--- src/rtl/mem_port_arbiter_pkg.sv ---
// Shared types and constants for the IFU/LSU memory port arbiter.
// The MEM_ARB_PERF_EN macro enables the optional performance counters.
package mem_port_arbiter_pkg;

  localparam int MEM_ARB_AW     = 32;
  localparam int MEM_ARB_DW     = 64;
  localparam int MEM_ARB_PERF_W = 64;

  typedef enum logic [1:0] {
    ST_IDLE     = 2'd0,
    ST_WAIT_LSU = 2'd1,
    ST_WAIT_IFU = 2'd2,
    ST_DROP     = 2'd3
  } arb_state_e;

endpackage

--- src/rtl/mem_arb_perf_cnt.sv ---
// Free-running grant/stall event counters for the memory port arbiter.
// Only instantiated when MEM_ARB_PERF_EN is defined; counters wrap naturally.
module mem_arb_perf_cnt
  import mem_port_arbiter_pkg::*;
(
  input  logic                      clk,
  input  logic                      rst,
  input  logic                      ifu_grant,
  input  logic                      lsu_grant,
  input  logic                      ifu_stall,
  output logic [MEM_ARB_PERF_W-1:0] perf_ifu_grants,
  output logic [MEM_ARB_PERF_W-1:0] perf_lsu_grants,
  output logic [MEM_ARB_PERF_W-1:0] perf_ifu_stall
);

  logic [2:0]                events;
  logic [MEM_ARB_PERF_W-1:0] count_reg [3];

  assign events = {ifu_stall, lsu_grant, ifu_grant};

  generate
    for (genvar gi = 0; gi < 3; gi++) begin : g_cnt
      always_ff @(posedge clk) begin
        if (rst) begin
          count_reg[gi] <= '0;
        end else if (events[gi]) begin
          count_reg[gi] <= count_reg[gi] + 1'b1;
        end
      end
    end
  endgenerate

  assign perf_ifu_grants = count_reg[0];
  assign perf_lsu_grants = count_reg[1];
  assign perf_ifu_stall  = count_reg[2];

endmodule

--- src/rtl/mem_port_arbiter.sv ---
// Shares one memory port between IFU and LSU: one outstanding transaction, LSU priority,
// flushed fetches dropped. Define MEM_ARB_PERF_EN to add the perf counter ports.
module mem_port_arbiter
  import mem_port_arbiter_pkg::*;
#(
  parameter int AW = MEM_ARB_AW,
  parameter int DW = MEM_ARB_DW
) (
  input  logic            clk,
  input  logic            rst,
  input  logic            pipeline_flush,
  input  logic            ifu_req_valid,
  input  logic [AW-1:0]   ifu_req_addr,
  output logic            ifu_req_ready,
  output logic            ifu_resp_valid,
  output logic [DW-1:0]   ifu_resp_data,
  input  logic            lsu_req_valid,
  input  logic            lsu_req_wen,
  input  logic [AW-1:0]   lsu_req_addr,
  input  logic [DW-1:0]   lsu_req_wdata,
  input  logic [DW/8-1:0] lsu_req_wmask,
  output logic            lsu_req_ready,
  output logic            lsu_resp_valid,
  output logic [DW-1:0]   lsu_resp_rdata,
  output logic            mem_req_valid,
  output logic            mem_req_wen,
  output logic [AW-1:0]   mem_req_addr,
  output logic [DW-1:0]   mem_req_wdata,
  output logic [DW/8-1:0] mem_req_wmask,
  input  logic            mem_req_ready,
  input  logic            mem_resp_valid,
  input  logic [DW-1:0]   mem_resp_rdata
`ifdef MEM_ARB_PERF_EN
  ,
  output logic [63:0]     perf_ifu_grants,
  output logic [63:0]     perf_lsu_grants,
  output logic [63:0]     perf_ifu_stall
`endif
);

  arb_state_e state_reg;
  logic       lsu_wen_reg;
  logic       idle;
  logic       ifu_eff;
  logic       req_fire;

  // Outputs are held at zero while reset is asserted, whatever the state register holds.
  assign idle     = (state_reg == ST_IDLE) && !rst;
  assign ifu_eff  = ifu_req_valid && !pipeline_flush;
  assign req_fire = mem_req_valid && mem_req_ready;

  always_comb begin
    mem_req_valid  = 1'b0;
    mem_req_wen    = 1'b0;
    mem_req_addr   = '0;
    mem_req_wdata  = '0;
    mem_req_wmask  = '0;
    lsu_req_ready  = 1'b0;
    ifu_req_ready  = 1'b0;
    lsu_resp_valid = 1'b0;
    lsu_resp_rdata = '0;
    ifu_resp_valid = 1'b0;
    ifu_resp_data  = '0;

    if (idle) begin
      mem_req_valid = lsu_req_valid || ifu_eff;
      if (lsu_req_valid) begin
        mem_req_wen   = lsu_req_wen;
        mem_req_addr  = lsu_req_addr;
        mem_req_wdata = lsu_req_wdata;
        mem_req_wmask = lsu_req_wmask;
      end else if (ifu_eff) begin
        mem_req_addr  = ifu_req_addr;
      end
      lsu_req_ready = mem_req_ready && lsu_req_valid;
      ifu_req_ready = mem_req_ready && ifu_eff && !lsu_req_valid;
    end

    if (!rst && state_reg == ST_WAIT_LSU && mem_resp_valid) begin
      lsu_resp_valid = 1'b1;
      lsu_resp_rdata = lsu_wen_reg ? '0 : mem_resp_rdata;
    end

    // A flush coinciding with the fetch response discards it.
    if (!rst && state_reg == ST_WAIT_IFU && mem_resp_valid && !pipeline_flush) begin
      ifu_resp_valid = 1'b1;
      ifu_resp_data  = mem_resp_rdata;
    end
  end

  always_ff @(posedge clk) begin
    if (rst) begin
      state_reg   <= ST_IDLE;
      lsu_wen_reg <= 1'b0;
    end else begin
      case (state_reg)
        ST_IDLE: begin
          if (req_fire) begin
            state_reg   <= lsu_req_valid ? ST_WAIT_LSU : ST_WAIT_IFU;
            lsu_wen_reg <= lsu_req_wen;
          end
        end
        ST_WAIT_LSU: begin
          if (mem_resp_valid) state_reg <= ST_IDLE;
        end
        ST_WAIT_IFU: begin
          if (mem_resp_valid)      state_reg <= ST_IDLE;
          else if (pipeline_flush) state_reg <= ST_DROP;
        end
        ST_DROP: begin
          if (mem_resp_valid) state_reg <= ST_IDLE;
        end
        default: state_reg <= ST_IDLE;
      endcase
    end
  end

`ifdef MEM_ARB_PERF_EN
  mem_arb_perf_cnt u_perf (
    .clk             (clk),
    .rst             (rst),
    .ifu_grant       (ifu_req_valid && ifu_req_ready),
    .lsu_grant       (lsu_req_valid && lsu_req_ready),
    .ifu_stall       (ifu_req_valid && !ifu_req_ready),
    .perf_ifu_grants (perf_ifu_grants),
    .perf_lsu_grants (perf_lsu_grants),
    .perf_ifu_stall  (perf_ifu_stall)
  );
`endif

endmodule

--- config.mk ---
export PLATFORM = sky130hd
export DESIGN_NAME = mem_port_arbiter
export DESIGN_NICKNAME = d
export VERILOG_FILES = /design/src/rtl/mem_port_arbiter_pkg.sv /design/src/rtl/mem_arb_perf_cnt.sv /design/src/rtl/mem_port_arbiter.sv
export SDC_FILE = /design/constraint.sdc
export NUM_CORES = 1
export LEC_CHECK = 0
export BUFFER_PORTS_ARGS = -buffer_cell sky130_fd_sc_hd__buf_2
export CAP_MARGIN = 20
export CORE_AREA = 2 2 174 176
export DETAILED_ROUTE_END_ITERATION = 8
export DIE_AREA = 0 0 176 178
export SETUP_SLACK_MARGIN = 0.1
export SLEW_MARGIN = 15
export SYNTH_ARGS = -nofsm -noshare
export SYNTH_HDL_FRONTEND = slang
export SYNTH_HIERARCHICAL = 1
export SYNTH_SLANG_ARGS = --single-unit
--- constraint.sdc ---
create_clock -name clk -period 1.7 [get_ports clk]
set_clock_uncertainty 0.15 [all_clocks]
set_input_delay 0 -clock clk [delete_from_list [all_inputs] [get_ports clk]]
set_output_delay 0 -clock clk [all_outputs]
set_load 0.1 [all_outputs]
== After elaboration in Yosys (flattened, before gate mapping) ==
Cells that the tools add are included.

* Bits in registers: 3
* Output and inout bits: 238
* Bits of input ports: 208

* Mux-type cells: 23
* Reductions and logical operators: 19
* Equality and inequality tests: 6

{| class="wikitable"
|+ Operators with widths
! kind !! count
|-
| 64-bit two-way mux || 5
|-
| 32-bit two-way mux || 3
|-
| 8-bit two-way mux || 2
|-
| 1-bit logical AND || 11
|-
| 2-bit two-way mux || 5
|-
| 1-bit two-way mux || 7
|-
| 2-bit one-hot mux with 3 select lines || 1
|-
| 2-bit equality test (second input constant) || 2
|-
| 1-bit logical NOT || 3
|-
| 3-bit inequality test (second input constant) || 1
|-
| 3-bit AND reduction || 1
|-
| 2-bit by 1-bit equality test with 1-bit output (second input constant) || 1
|-
| 2-bit logical NOT || 1
|-
| 2-bit by 1-bit inequality test with 1-bit output (second input constant) || 1
|-
| 2-bit inequality test (second input constant) || 1
|-
| 2-bit AND reduction || 1
|-
| 2-bit OR reduction || 1
|-
| 1-bit logical OR || 1
|}

== Depth between registers and ports, before layout ==
Gate-level depths: netlist of the first run.

* Depth in word-level cells: 7
* Mapped depth: 5

== Worst setup path before layout of the first run ==
Ideal clock, no wire load.

* Path kind: flip-flop to output port
* Start point: register state_reg[1]
* End point: output port lsu_resp_valid
* Setup slack: -1.109 ns
* Data arrival time: 2.659 ns
* Required time: 1.550 ns
* Cell stages (with the launch flop): 3
* Cells stage by stage: dfxtp_1 > buf_2 > nor3b_1

* Cells in the longest elaborated chain, start to end: 4

{| class="wikitable"
|+ Ends and longest elaborated chain
! item !! RTL line !! text
|-
| start: declaration || mem_port_arbiter.sv:41 || <nowiki>arb_state_e state_reg;</nowiki>
|-
| start signal: assignment || mem_port_arbiter.sv:99 || <nowiki>state_reg <= lsu_req_valid ? ST_WAIT_LSU : ST_WAIT_IFU;</nowiki>
|-
| 2-bit by 1-bit equality test with 1-bit output || mem_port_arbiter.sv:79 || <nowiki>if (!rst && state_reg == ST_WAIT_LSU && mem_resp_valid) begin</nowiki>
|-
| 1-bit logical AND (2 in series) || mem_port_arbiter.sv:79 ||
|-
| 1-bit two-way mux || mem_port_arbiter.sv:79 ||
|-
| end: declaration || mem_port_arbiter.sv:23 || <nowiki>output logic lsu_resp_valid,</nowiki>
|}

No other way between the ends.

== Worst setup path after layout of the first run ==
* Start point: register state_reg[1]
* End point: output port mem_req_wdata[21]

* Cells in the longest elaborated chain, start to end: 3

{| class="wikitable"
|+ Ends and longest elaborated chain
! item !! RTL line !! text
|-
| 2-bit logical NOT || mem_port_arbiter.sv:48 || <nowiki>assign idle = (state_reg == ST_IDLE) && !rst;</nowiki>
|-
| 1-bit logical AND || mem_port_arbiter.sv:48 ||
|-
| 64-bit two-way mux || mem_port_arbiter.sv:65 || <nowiki>if (idle) begin</nowiki>
|-
| end: declaration || mem_port_arbiter.sv:28 || <nowiki>output logic [DW-1:0] mem_req_wdata,</nowiki>
|}

No other way between the ends.

==> results.sh, run 1 <==
export IMPL_layout_min_cycle_time_ps=1820
export IMPL_power_internal_mw=1.44
export IMPL_synth_top_area_share_pct=38.2
export IMPL_nets=1006
export IMPL_fp_dieW_um=176
export IMPL_syn_inst=327
export IMPL_leakage_nw=4.53
export IMPL_drv_slew=0
export IMPL_synth_area_leaders="and2_1, and3_1, mux2i_1"
export IMPL_numCtsBuffers=3
export IMPL_wl_per_cell_um=18.5
export IMPL_drt_iter0_drc=52
export IMPL_mostFrequentLayoutCells="buf_12, buf_2, and2_4"
export IMPL_dieArea_um2=31300
export IMPL_avgSynthCellArea_um2=6.41
export IMPL_clk_latency_ps=230
export IMPL_area_delta_synth_final_pct=392
export IMPL_startpoint_type="flip-flop"
export IMPL_stdcell_area_um2=10300
export IMPL_worstPathArrival_ps=1670
export IMPL_seqPwrFrac_pct=2.5
export IMPL_synth_mux_area_share_pct=14.4
export IMPL_crit_path_max_fanout=6
export IMPL_fill_cells=2842
export IMPL_drc=0
export IMPL_fin_ws_ps=-118
export IMPL_rows=63
export IMPL_fin_crit_sh_pct=107
export IMPL_syn_cell_area_um2=2100
export IMPL_first_global_vias=4564
export IMPL_rsz0062_at_grt="true"
export IMPL_synth_compound_area_share_pct=3.10
export IMPL_layout_drive_gt1_share_pct=94.1
export IMPL_antenna_found_initial=9
export IMPL_total_power_mw=3.10
export IMPL_grt_max_degree=36
export IMPL_layout_commonest_cell="buf_12"
export IMPL_dp_hpwl_um=17000
export IMPL_diodes=0
export IMPL_drv_cap=0
export IMPL_violations="setup timing"
export IMPL_cts_max_level=1
export IMPL_r2r_slack_ps=210
export IMPL_worst_setup_path_type="flip-flop to output pin"
export IMPL_power_density_nw_per_um2=301
export IMPL_start_util_pct=7.13
export IMPL_ir_drop_mv=0.227
export IMPL_hp_class="input pin to flip-flop"
export IMPL_placed_area_um2=9350
export IMPL_core_area_um2=29400
export IMPL_cts_tree="done"
export IMPL_synth_xor_area_share_pct=0
export IMPL_end_kind="output pin"
export IMPL_status="finished, violations left"
export IMPL_synth_cell_types=25
export IMPL_ys_ff_latch=3
export IMPL_p_switching_mw=1.66
export IMPL_vias=4376
export IMPL_ys_seq_area_share_pct=2.87
export IMPL_yosys_area_top_type="and2_1"
export IMPL_combPwrFrac_pct=85.3
export IMPL_antenna_left=0
export IMPL_grt_pass1_wl_um=28600
export IMPL_fin_util_pct=35.1
export IMPL_finalHoldViolations=0
export IMPL_viasPerCell=3.69
export IMPL_yosys_warnings=6
export IMPL_root_buffer="clkbuf_16"
export IMPL_port_buffers=445
export IMPL_p_sw_share_pct=53.6
export IMPL_dp_slack_ps=29.9
export IMPL_tightest_slew_ps=430
export IMPL_max_freq_ghz=0.550
export IMPL_drt_wl_total_um=21900
export IMPL_grt_usage_pct=12.3
export IMPL_clkTransAtPathRegs_ps=30
export IMPL_overflow=0
export IMPL_ios=446
export IMPL_clkPwrFrac_pct=12.2
export IMPL_place_congestion=0.815
export IMPL_relSlewSlack_pct=70.5
export IMPL_firstDrtPassIters=3
export IMPL_cp_data_required_time_ps=1550
export IMPL_synth_nets=535
export IMPL_largest_register_ffs=2
export IMPL_yosys_area_share_simple_pct=71.3
export IMPL_cts_buffer_depth=2
export IMPL_whs_ps=8.04
export IMPL_die_h_um=178
export IMPL_synthAdderAreaFrac_pct=0
export IMPL_synth_top_family_by_area="simple AND/OR/NAND/NOR gates"
export IMPL_cts_sinks=3
export IMPL_finalSetupViolCount=222
[kinds of logic (layout without fill, tap and decap cells)]
| logic type | after synthesis | in the layout |
|---|---|---|
| AO/OA/AOI/OAI | 9 | 9 |
| flip-flops | 3 | 3 |
| buffers and inverters | 39 | 509 |
| AND/OR/NAND/NOR | 246 | 246 |
| multiplexers | 30 | 30 |
[final timing paths]
| check | start | end | cells after the start |
|---|---|---|---|
| setup reg to reg | state_reg[1] | lsu_wen_reg | 5 |
| setup / recovery | state_reg[1] | mem_req_wdata[21] | 7 |
| hold / removal | mem_req_ready | state_reg[1] | 3 |
| hold reg to reg | lsu_wen_reg | lsu_wen_reg | 2 |
[power by group through the flow]
| stage | registers [mW] | logic [mW] | clock network [mW] |
|---|---|---|---|
| 2_1_floorplan | 0.0783 | 1.44 | 0 |
| 3_3_place_gp | 0.0793 | 2.45 | 0 |
| 3_5_place_dp | 0.0795 | 2.47 | 0 |
| 4_1_cts | 0.0773 | 2.55 | 0.385 |
| 5_1_grt | 0.0778 | 2.74 | 0.404 |
| 6_report | 0.0773 | 2.65 | 0.378 |
[through the flow]
step                      cells  setup TNS (ps)
after detailed placement   1146               0
final                      1187          -11760
after CTS                  1170          -15490
after floorplan             327            -518
after global routing       1187          -26250
after global placement     1146               0
[cell usage after synthesis (all sizes together)]
cell type	n
nor2b	2
nor4b	2
nand2b	1
a32oi	1
nor3b	2
a2bb2oi	1
a211oi	1
mux2i	29
a22oi	3
buf	7
o211ai	1
o21ai	1
inv	2
or3	1
mux2	1
nor2	34
and2	128
dfxtp	3
a21oi	1
clkbuf	30
and3	75
nor3	1
[cell type report]
class | count | area (um2) | share of cell area, %
Timing Repair Buffer | 503 | 6860 | 66.5
Multi-Input combinational cell | 285 | 2810 | 27.2
Tap cell | 390 | 488 | 4.73
Clock buffer | 4 | 78.8 | 0.765
Sequential cell | 3 | 68.8 | 0.668
Inverter | 2 | 11.3 | 0.109
[per-layer routing]
| layer | routed length (um) | GRT usage (%) | vias to the layer above |
|---|---|---|---|
| met5 | 13 | 0 | - |
| met4 | 380 | 2.62 | 2 |
| met3 | 1680 | 2.41 | 31 |
| li1 | - | - | 2037 |
| met1 | 7450 | 12.5 | 2021 |
| met2 | 12400 | 25.4 | 285 |
[what timing repair did]
action / 4_1_cts / 5_1_grt
hold buffers: 3 / 0
cloned: 8 / 12
gates resized for setup: 42 / 25
pin swaps: 79 / 80
endpoints found under the hold margin: 3 / 0
setup buffers: 9 / 5
endpoints found under the setup margin: 237 / 238
[critical path, stage by stage (launching register included)]
cell	delay, ps
dfxtp_4	350
buf_6	120
nor3_4	140
buf_12	170
buf_12	120
clkbuf_16	140
and3_4	210
buf_12	170
(Power assumes the default switching activity.)
==> run 2: changes to the inputs <==
--- a/config.mk
+++ b/config.mk
@@ -10,4 +10,6 @@
 export CORE_AREA = 2 2 174 176
+export CTS_CLUSTER_DIAMETER = 60
 export DETAILED_ROUTE_END_ITERATION = 8
 export DIE_AREA = 0 0 176 178
+export RECOVER_POWER = 50
 export SETUP_SLACK_MARGIN = 0.1
--- a/constraint.sdc
+++ b/constraint.sdc
@@ -4,2 +4,2 @@
 set_output_delay 0 -clock clk [all_outputs]
-set_load 0.1 [all_outputs]
+set_load 0.01 [all_outputs]
==> results.sh, run 2 (same netlist as run 1, synthesis figures left out) <==
export IMPL_fin_ws_ps=-31.7
export IMPL_vias=4293
export IMPL_cts_max_level=1
export IMPL_tightest_slew_ps=587
export IMPL_crit_family="simple AND/OR/NAND/NOR gates"
export IMPL_drt_iter0_drc=118
export IMPL_drv_slew=0
export IMPL_startpoint_type="flip-flop"
export IMPL_rsz0062_at_grt="true"
export IMPL_status="finished, violations left"
export IMPL_fin_crit_sh_pct=102
export IMPL_drv_cap=0
export IMPL_cts_sinks=3
export IMPL_max_freq_ghz=0.577
export IMPL_crit_top_cell="buf_6"
export IMPL_drt_wl_total_um=19400
export IMPL_worstPathArrival_ps=1580
export IMPL_place_congestion=0.869
export IMPL_crit_buf_inv=3
export IMPL_antenna_left=0
export IMPL_clk_latency_ps=220
export IMPL_cp_data_required_time_ps=1550
export IMPL_layout_min_cycle_time_ps=1730
export IMPL_firstDrtPassIters=4
export IMPL_port_buffers=445
export IMPL_stdcell_area_um2=6410
export IMPL_power_density_nw_per_um2=233
export IMPL_ios=446
export IMPL_grt_pass1_wl_um=20800
export IMPL_wl_per_cell_um=16.5
export IMPL_cts_tree="done"
export IMPL_grt_usage_pct=9.01
export IMPL_core_area_um2=29400
export IMPL_hp_class="input pin to flip-flop"
export IMPL_leakage_nw=3.79
export IMPL_area_delta_synth_final_pct=206
export IMPL_overflow=0
export IMPL_dp_hpwl_um=13500
export IMPL_finalSetupViolCount=25
export IMPL_numCtsBuffers=3
export IMPL_dieArea_um2=31300
export IMPL_finalHoldViolations=0
export IMPL_root_buffer="clkbuf_16"
export IMPL_end_kind="output pin"
export IMPL_worst_setup_path_type="flip-flop to output pin"
export IMPL_grt_max_degree=66
export IMPL_crit_path_max_fanout=8
export IMPL_relSlewSlack_pct=60.8
export IMPL_cpMaxStageDelayCell="dfxtp_4"
export IMPL_layout_commonest_cell="buf_2"
export IMPL_cts_buffer_depth=2
export IMPL_rows=63
export IMPL_antenna_found_initial=15
export IMPL_max_stage_delay_ps=360
export IMPL_largest_register_ffs=2
export IMPL_whs_ps=42.0
export IMPL_nets=992
export IMPL_violations="setup timing"
export IMPL_start_util_pct=7.13
export IMPL_clkTransAtPathRegs_ps=30
export IMPL_layout_drive_gt1_share_pct=75.5
export IMPL_fill_cells=3218
export IMPL_drc=0
export IMPL_viasPerCell=3.65
export IMPL_fp_dieW_um=176
export IMPL_first_global_vias=3434
export IMPL_mostFrequentLayoutCells="buf_2, buf_6, and3_1"
export IMPL_ir_drop_mv=0.233
export IMPL_total_power_mw=1.49
export IMPL_die_h_um=178
export IMPL_placed_area_um2=4790
export IMPL_cp_cell_sequence="nor4b_4, buf_6, clkbuf_16, and2_4, buf_6"
==> run 2: cell count changes in the layout (fill, tap and decap cells not counted), sizes merged <==
| cell | before | now |
|---|---|---|
| bufbuf | 0 | 2 |
| diode | 0 | 4 |
| dlygate4sd3 | 3 | 4 |
| clkbuf | 12 | 14 |
| clkinvlp | 1 | 0 |
| inv | 1 | 2 |
| buf | 492 | 473 |
==> run 2: worst paths after layout <==
path	endpoint	slack, ps	cells after the start	start
max reg2reg	lsu_wen_reg	50	5	state_reg[0]
max	ifu_resp_data[6]	-30	5	state_reg[0]
min	state_reg[0]	40	3	mem_resp_valid
min reg2reg	lsu_wen_reg	490	2	lsu_wen_reg
==> run 2: report_power, final <==
part / switching (mW) / internal, mW
sequential: 0.00514 / 0.0726
clock: 0.0639 / 0.309
combinational: 0.491 / 0.549
==> run 2: worst register-to-register path, delay by kind of cell, from the launching register on <==
| family | cells | cell delay [ps] |
|---|---|---|
| simple gates | 1 | 190 |
| mux | 1 | 290 |
| compound gates | 1 | 110 |
| flops | 1 | 360 |
| buf+inv | 2 | 430 |
==> run 2: metrics by stage <==
stage | util [%] | setup slack (ps) | std cells | TNS (ps)
floorplan | - | 309 | 327 | 0
global placement | 16.3 | 160 | 1134 | 0
detailed placement | 16.3 | 119 | 1134 | 0
CTS | 17.4 | 2.80 | 1151 | 0
global route | 21.8 | -106 | 1175 | -8190
finish | 21.8 | -31.7 | 1177 | -297
==> run 2: final cells by class <==
type	instances	area [um2]	area share, %
Antenna cell	4	10.0	0.156
Clock buffer	4	78.8	1.23
Inverter	2	7.51	0.117
Multi-Input combinational cell	285	2220	34.6
Sequential cell	3	68.8	1.07
Tap cell	390	488	7.61
Timing Repair Buffer	489	3540	55.2
==> run 2: repair_timing <==
item	CTS	global route
pin swaps	8	80
gates resized for setup	17	223
endpoints found under the setup margin	206	237
hold buffers	4	0
setup buffers	5	9
hold endpoints to repair	3	0
cloned	4	13
==> run 2: per-layer routing <==
layer	up-vias	share of wire, %	GRT usage (%)
met5	-	0.71	0
li1	1998	-	-
met2	307	54	17.6
met1	1924	33	8.57
met4	22	2.2	3.20
met3	42	11	3.37
